<file path="src/rtl/bcd_time_pkg.sv">
// Shared constants, time-record type and BCD helpers for the time-of-day counter.
package bcd_time_pkg;

  localparam logic [3:0] BCD_UNITS_MAX   = 4'd9;
  localparam logic [3:0] BCD_TENS_MAX    = 4'd5;
  localparam logic [3:0] HOUR_TENS_MAX   = 4'd2;
  localparam logic [3:0] HOUR_UNITS_WRAP = 4'd3;
  localparam logic [3:0] DIGIT_ZERO      = 4'h0;
  localparam logic [7:0] TIME_RESET      = 8'h00;
  localparam logic [7:0] HOUR_MAX        = 8'h23;
  localparam logic [7:0] MINSEC_MAX      = 8'h59;

  typedef struct packed {
    logic [7:0] hour;
    logic [7:0] min;
    logic [7:0] sec;
  } bcd_time_t;

  // Both digits must be decimal; for valid BCD a plain numeric compare orders correctly.
  function automatic logic bcd_valid(input logic [7:0] v, input logic [7:0] max);
    return (v[7:4] <= BCD_UNITS_MAX) && (v[3:0] <= BCD_UNITS_MAX) && (v <= max);
  endfunction

  // 24h BCD hour to {pm, 12h BCD hour}; 13..23 subtract 12 with a BCD borrow.
  function automatic logic [8:0] h24_to_h12(input logic [7:0] h24);
    logic [3:0] t;
    logic [3:0] u;
    logic       pm;
    logic [7:0] h;
    t = h24[7:4];
    u = h24[3:0];
    if (h24 == 8'h00) begin
      pm = 1'b0;
      h  = 8'h12;
    end else if (h24 < 8'h12) begin
      pm = 1'b0;
      h  = h24;
    end else if (h24 == 8'h12) begin
      pm = 1'b1;
      h  = 8'h12;
    end else begin
      pm = 1'b1;
      if (u >= 4'd2) h = {t - 4'd1, u - 4'd2};
      else           h = {t - 4'd2, u + 4'd8};
    end
    return {pm, h};
  endfunction

endpackage

</file>
<file path="src/rtl/bcd_digit_ctr.sv">
// Single BCD digit: synchronous load, count enable, static terminal count MAX
// plus a wrap_i input that ends the count early (hour units stop at 3 after 2x).
module bcd_digit_ctr
  import bcd_time_pkg::*;
#(
  parameter logic [3:0] MAX = 4'd9
) (
  input  logic       clk,
  input  logic       reset_n,
  input  logic       en_i,
  input  logic       wrap_i,
  input  logic       load_i,
  input  logic [3:0] load_val_i,
  output logic [3:0] q_o,
  output logic [3:0] nxt_o,
  output logic       carry_o
);

  logic [3:0] r_q;
  logic [3:0] w_nxt;
  logic       w_at_max;

  // Next digit value: load wins, otherwise increment with wrap at terminal count.
  always_comb begin
    w_at_max = (r_q == MAX) | wrap_i;
    w_nxt    = r_q;
    if (load_i) begin
      w_nxt = load_val_i;
    end else if (en_i) begin
      if (w_at_max) w_nxt = DIGIT_ZERO;
      else          w_nxt = r_q + 4'd1;
    end
  end

  // Digit register.
  always_ff @(posedge clk or negedge reset_n) begin
    if (!reset_n) r_q <= DIGIT_ZERO;
    else          r_q <= w_nxt;
  end

  assign q_o     = r_q;
  assign nxt_o   = w_nxt;
  assign carry_o = en_i & w_at_max;

endmodule

</file>
<file path="src/rtl/bcd_time_of_day.sv">
// BCD time-of-day counter HH:MM[:SS] advanced by a single-cycle tick enable,
// with validated load, hh:mm alarm, day-wrap pulse and 12h display conversion.
module bcd_time_of_day
  import bcd_time_pkg::*;
#(
  parameter bit SEC_EN   = 1'b1,
  parameter bit ALARM_EN = 1'b1
) (
  input  logic       clk,
  input  logic       reset_n,
  input  logic       tick_i,
  input  logic       mode_12h_i,
  input  logic       load_i,
  input  logic [7:0] load_hour_i,
  input  logic [7:0] load_min_i,
  input  logic [7:0] load_sec_i,
  input  logic       alarm_en_i,
  input  logic [7:0] alarm_hour_i,
  input  logic [7:0] alarm_min_i,
  output logic [7:0] hour_o,
  output logic [7:0] min_o,
  output logic [7:0] sec_o,
  output logic       pm_o,
  output logic       day_wrap_o,
  output logic       alarm_hit_o,
  output logic       load_err_o
);

  logic       w_load_valid;
  logic       w_sec_ok;
  logic       w_load_ok;
  logic       w_load_bad;
  logic       w_tick;
  logic [7:0] w_ld_sec;
  logic       w_su_en, w_mu_en;
  logic       w_su_c, w_st_c, w_mu_c, w_mt_c, w_hu_c, w_ht_c;
  logic       w_hu_wrap;
  bcd_time_t  w_now;
  bcd_time_t  w_nxt;
  logic       w_alarm_match;
  logic [8:0] w_h12;
  logic       r_day_wrap;
  logic       r_alarm_hit;
  logic       r_load_err;

  assign w_sec_ok     = !SEC_EN || bcd_valid(load_sec_i, MINSEC_MAX);
  assign w_load_valid = bcd_valid(load_hour_i, HOUR_MAX) &&
                        bcd_valid(load_min_i, MINSEC_MAX) && w_sec_ok;
  assign w_load_ok    = load_i & w_load_valid;
  assign w_load_bad   = load_i & ~w_load_valid;
  // Any load request, accepted or not, swallows a coincident tick.
  assign w_tick       = tick_i & ~load_i;
  assign w_ld_sec     = SEC_EN ? load_sec_i : TIME_RESET;

  assign w_su_en   = w_tick & SEC_EN;
  assign w_mu_en   = SEC_EN ? w_st_c : w_tick;
  assign w_hu_wrap = (w_now.hour[7:4] == HOUR_TENS_MAX) && (w_now.hour[3:0] == HOUR_UNITS_WRAP);

  bcd_digit_ctr #(.MAX(BCD_UNITS_MAX)) u_sec_u (
    .clk(clk), .reset_n(reset_n), .en_i(w_su_en), .wrap_i(1'b0),
    .load_i(w_load_ok), .load_val_i(w_ld_sec[3:0]),
    .q_o(w_now.sec[3:0]), .nxt_o(w_nxt.sec[3:0]), .carry_o(w_su_c)
  );

  bcd_digit_ctr #(.MAX(BCD_TENS_MAX)) u_sec_t (
    .clk(clk), .reset_n(reset_n), .en_i(w_su_c), .wrap_i(1'b0),
    .load_i(w_load_ok), .load_val_i(w_ld_sec[7:4]),
    .q_o(w_now.sec[7:4]), .nxt_o(w_nxt.sec[7:4]), .carry_o(w_st_c)
  );

  bcd_digit_ctr #(.MAX(BCD_UNITS_MAX)) u_min_u (
    .clk(clk), .reset_n(reset_n), .en_i(w_mu_en), .wrap_i(1'b0),
    .load_i(w_load_ok), .load_val_i(load_min_i[3:0]),
    .q_o(w_now.min[3:0]), .nxt_o(w_nxt.min[3:0]), .carry_o(w_mu_c)
  );

  bcd_digit_ctr #(.MAX(BCD_TENS_MAX)) u_min_t (
    .clk(clk), .reset_n(reset_n), .en_i(w_mu_c), .wrap_i(1'b0),
    .load_i(w_load_ok), .load_val_i(load_min_i[7:4]),
    .q_o(w_now.min[7:4]), .nxt_o(w_nxt.min[7:4]), .carry_o(w_mt_c)
  );

  // Hour units end at 3 when tens is 2; its carry then wraps tens 2 -> 0.
  bcd_digit_ctr #(.MAX(BCD_UNITS_MAX)) u_hour_u (
    .clk(clk), .reset_n(reset_n), .en_i(w_mt_c), .wrap_i(w_hu_wrap),
    .load_i(w_load_ok), .load_val_i(load_hour_i[3:0]),
    .q_o(w_now.hour[3:0]), .nxt_o(w_nxt.hour[3:0]), .carry_o(w_hu_c)
  );

  // Tens carry only occurs on 23:59[:59] -> 00:00[:00], so it is the day wrap.
  bcd_digit_ctr #(.MAX(HOUR_TENS_MAX)) u_hour_t (
    .clk(clk), .reset_n(reset_n), .en_i(w_hu_c), .wrap_i(1'b0),
    .load_i(w_load_ok), .load_val_i(load_hour_i[7:4]),
    .q_o(w_now.hour[7:4]), .nxt_o(w_nxt.hour[7:4]), .carry_o(w_ht_c)
  );

  assign w_alarm_match = ALARM_EN && alarm_en_i && w_tick &&
                         (w_nxt.hour == alarm_hour_i) &&
                         (w_nxt.min == alarm_min_i) &&
                         (w_nxt.sec == TIME_RESET);

  // Event pulses, high for the one cycle after the causing edge.
  always_ff @(posedge clk or negedge reset_n) begin
    if (!reset_n) begin
      r_day_wrap  <= 1'b0;
      r_alarm_hit <= 1'b0;
      r_load_err  <= 1'b0;
    end else begin
      r_day_wrap  <= w_ht_c;
      r_alarm_hit <= w_alarm_match;
      r_load_err  <= w_load_bad;
    end
  end

  assign w_h12       = h24_to_h12(w_now.hour);
  assign hour_o      = mode_12h_i ? w_h12[7:0] : w_now.hour;
  assign pm_o        = mode_12h_i & w_h12[8];
  assign min_o       = w_now.min;
  assign sec_o       = w_now.sec;
  assign day_wrap_o  = r_day_wrap;
  assign alarm_hit_o = r_alarm_hit;
  assign load_err_o  = r_load_err;

endmodule
</file>
<file path="config.mk">
export PLATFORM = sky130hd
export DESIGN_NAME = bcd_time_of_day
export DESIGN_NICKNAME = d
export VERILOG_FILES = /design/src/rtl/bcd_time_pkg.sv /design/src/rtl/bcd_digit_ctr.sv /design/src/rtl/bcd_time_of_day.sv
export SDC_FILE = /design/constraint.sdc
export NUM_CORES = 1
export LEC_CHECK = 0
export BUFFER_PORTS_ARGS = -buffer_cell sky130_fd_sc_hd__buf_2
export CORE_UTILIZATION = 35
export CTS_CLUSTER_SIZE = 20
export DETAILED_ROUTE_END_ITERATION = 12
export SLEW_MARGIN = 20
export SYNTH_ARGS = -nofsm -noshare
export SYNTH_HDL_FRONTEND = slang
export SYNTH_SLANG_ARGS = --single-unit
</file>
<file path="constraint.sdc">
create_clock -name clk -period 6.17 [get_ports clk]
set_clock_uncertainty 0.15 [all_clocks]
set_input_delay 0.617 -clock clk [delete_from_list [all_inputs] [get_ports clk]]
set_output_delay 0.617 -clock clk [all_outputs]
set_load 0.005 [all_outputs]
</file>
==> impl_metrics.yaml <==
clock_network:
  holdBufCountCts: 0
  cts-resized-gates: 0
  clk_latency_ns: 0.28
  cts_num_sinks: 27
  clk_pin_slew_ns: 0.09
  clk_path_buf_depth: 2
  cts_tree: "yes"
  post-cts-setup-buffer-count: 0
  cts_buffers: 3
  htree_levels: 1
  cts_root_buf: "clkbuf_8"
final_layout:
  fillers: 726
  mostFrequentLayoutCells: "buf_2 (73), nor2_1 (38), dfrtp_1 (27)"
  design_area_um2: 3020
  fin_nets: 432
  area_delta_synth_final_pct: 17.8
  final_common_cell: "buf_2"
  multi_input_area_um2: 1760
  regArea_um2: 676
  diodes: 0
  drive_above_1_share: 0.268
yosys:
  synth_seq_area_share: 0.263
  ys_types: 64
  yosys_register_bits: 27
  synthFlopType: "dfrtp_1"
  synth_edf_count: 0
  synthCells: 302
  synth_nets: 363
  yosys.area.top_type: "dfrtp_1"
  synth_top_area_share: 0.263
  avgSynthCellArea_um2: 8.50
  synth_top_cells_by_area: "dfrtp_1 (26%), ha_1 (7.3%), nor2_1 (5.6%)"
  synthArstFlopShare: 1.00
  ys_warn_count: 0
  syn_area_um2: 2570
global_routing:
  antenna_found_initial: 0
  grt_pass1_vias: 2397
  grt_overflow: 0
  grt_start_max_net_pins: 34
  grt_pass1_wl_um: 11800
  grtUsageTotal: 0.198
worst_setup_path:
  start_kind: "register"
  worstPathBufferInverterCount: 2
  cp.required_ns: 5.40
  cp_top_family: "compound AO/OA/AOI/OAI gates"
  path_cells: "inv_1 > ha_1 > nor2b_1 > o41a_1 > o21ai_0 > o21ai_0 > and2_1 > a31o_2 > buf_2"
  cpPeakStageDelay_ns: 0.48
  path_max_fanout: 7
  slowest_stage: "dfrtp_1"
  crit_arrival_ns: 2.61
  crit_path_frequent_cell: "o21ai_0"
  path_class: "register to output pin"
  setup.worst_path.end_class: "output pin"
die:
  die_width_um: 87.6
  initial_core_util: 0.370
  dieArea_um2: 7680
  die_h_um: 87.6
  ios: 74
  fp.coreArea_um2: 6940
  rows: 30
outcome:
  status: "complete, no violations"
timing:
  fmax_ghz: 0.296
  hold_ws_ns: 0.204
  finalHoldViolations: 0
  slew_headroom: 0.561
  finalSetupViolCount: 0
  fin_crit_sh: 0.547
  fin_setup_tns_ns: 0
  slew_violations: 0
  rsz0062_at_grt: "false"
  post-route-min-period_ns: 3.38
  worst_pin_slew_ns: 0.658
power_and_ir_drop:
  leakage_uw: 0.00138
  max-vdd-ir-drop_v: 0.0000957
  powerDensity_nw_per_um2: 225
routing:
  wl_per_cell_um: 15.6
  drc: 0
  num_vias: 2497
  routed_wl_um: 7260
  drtPass1Iterations: 4
  drt_iter0_markers: 143
  vias_per_cell: 5.36
  ant_nets: 0
place:
  dp_hpwl_um: 5680
  portBuffers: 73
  place_area_um2: 2980
  gp_congestion: 0.839
worst_hold_path:
  hold_path.class: "input port to async pin"
flow_run:
  maxCapViolations: 0
## metal layers
| layer | global-route usage | share of wire | up-vias |
|---|---|---|---|
| li1 | - | - | 1235 |
| met1 | 0.279 | 0.49 | 1195 |
| met2 | 0.330 | 0.47 | 63 |
| met3 | 0.0311 | 0.045 | 4 |
| met4 | 0.0238 | 0.0043 | 0 |
| met5 | 0 | 0 | - |
## power by group
group	total, µW	internal [µW]	leakage (µW)	switching [µW]
clock	106	45.4	0.0000255	60.1
sequential	287	211	0.000337	76.1
combinational	288	146	0.00102	142
total	680	402	0.00138	278
## sequential cells by signal (all words and copies together) (netlist names)
| register | cells |
|---|---|
| alarm_hit_o | 1 |
| day_wrap_o | 1 |
| load_err_o | 1 |
| u_hour_t.q_o | 4 |
| u_hour_u.q_o | 4 |
| u_min_t.q_o | 4 |
| u_min_u.q_o | 4 |
| u_sec_t.q_o | 4 |
| u_sec_u.q_o | 4 |
## logic make-up (layout without fill, tap and decap cells)
logic type	after synthesis	count (layout)	share of synthesized area
multiplexers	10	10	0.0400
AND/OR/NAND/NOR	133	133	0.309
adder cells (fa/ha/maj)	15	15	0.0731
XOR/XNOR	22	22	0.0751
flip-flops	27	27	0.263
buffers and inverters	22	90	0.0492
AO/OA/AOI/OAI	73	73	0.190
## synth_stat cells, types with 2 or more instances
master and n:
a31oi_1 9, o21ai_0 20, nand4b_1 2, nor3b_1 3, a211oi_1 2, nor3_1 12
o22ai_1 2, or4_1 2, and4bb_2 2, nor4_1 3, o21a_1 5, nand2b_1 4
ha_1 15, and3_1 3, inv_1 12, a22oi_1 3, a21oi_1 12, nand3b_1 3
clkbuf_1 3, nand2_1 24, dfrtp_1 27, clkbuf_8 4, a21oi_2 2, xor2_1 13
nor2b_1 8, and2_1 2, o211ai_1 2, mux2_2 2, a311oi_1 2, mux2i_1 8
nand3_1 9, xnor2_1 9, nor2_1 38, buf_2 3, nand4_1 3
## cell type report
class	count	area share
clock inverter	1	0.00165
clock buffer	3	0.0137
tap	96	0.0397
sequential	27	0.223
timing repair buffer	74	0.123
multi-input combinational	253	0.583
inverter	12	0.0149
## metrics by stage
step,total power [µW],std cells,utilization,worst slack (ns)
final,680,466,0.435,2.79
after global routing,737,466,0.435,2.61
after CTS,686,466,0.435,2.76
after detailed placement,576,462,0.429,2.87
after global placement,572,462,0.429,2.90
after floorplan,473,302,-,3.19
## path summary, 6_finish.rpt
path / endpoint / from / cells after the start / slack (ns)
min: u_min_t.q_o[3] / reset_n / 1 / 0.20
max in group asynchronous: u_min_u.q_o[0] / reset_n / 1 / 5.24
max reg2reg: alarm_hit_o / u_min_t.q_o[1] / 8 / 3.12
max: hour_o[7] / u_hour_t.q_o[1] / 9 / 2.79
min reg2reg: u_sec_t.q_o[3] / u_sec_t.q_o[3] / 2 / 0.50
min in group clk: u_sec_u.q_o[2] / load_sec_i[2] / 3 / 0.42
(Power assumes the default switching activity.)
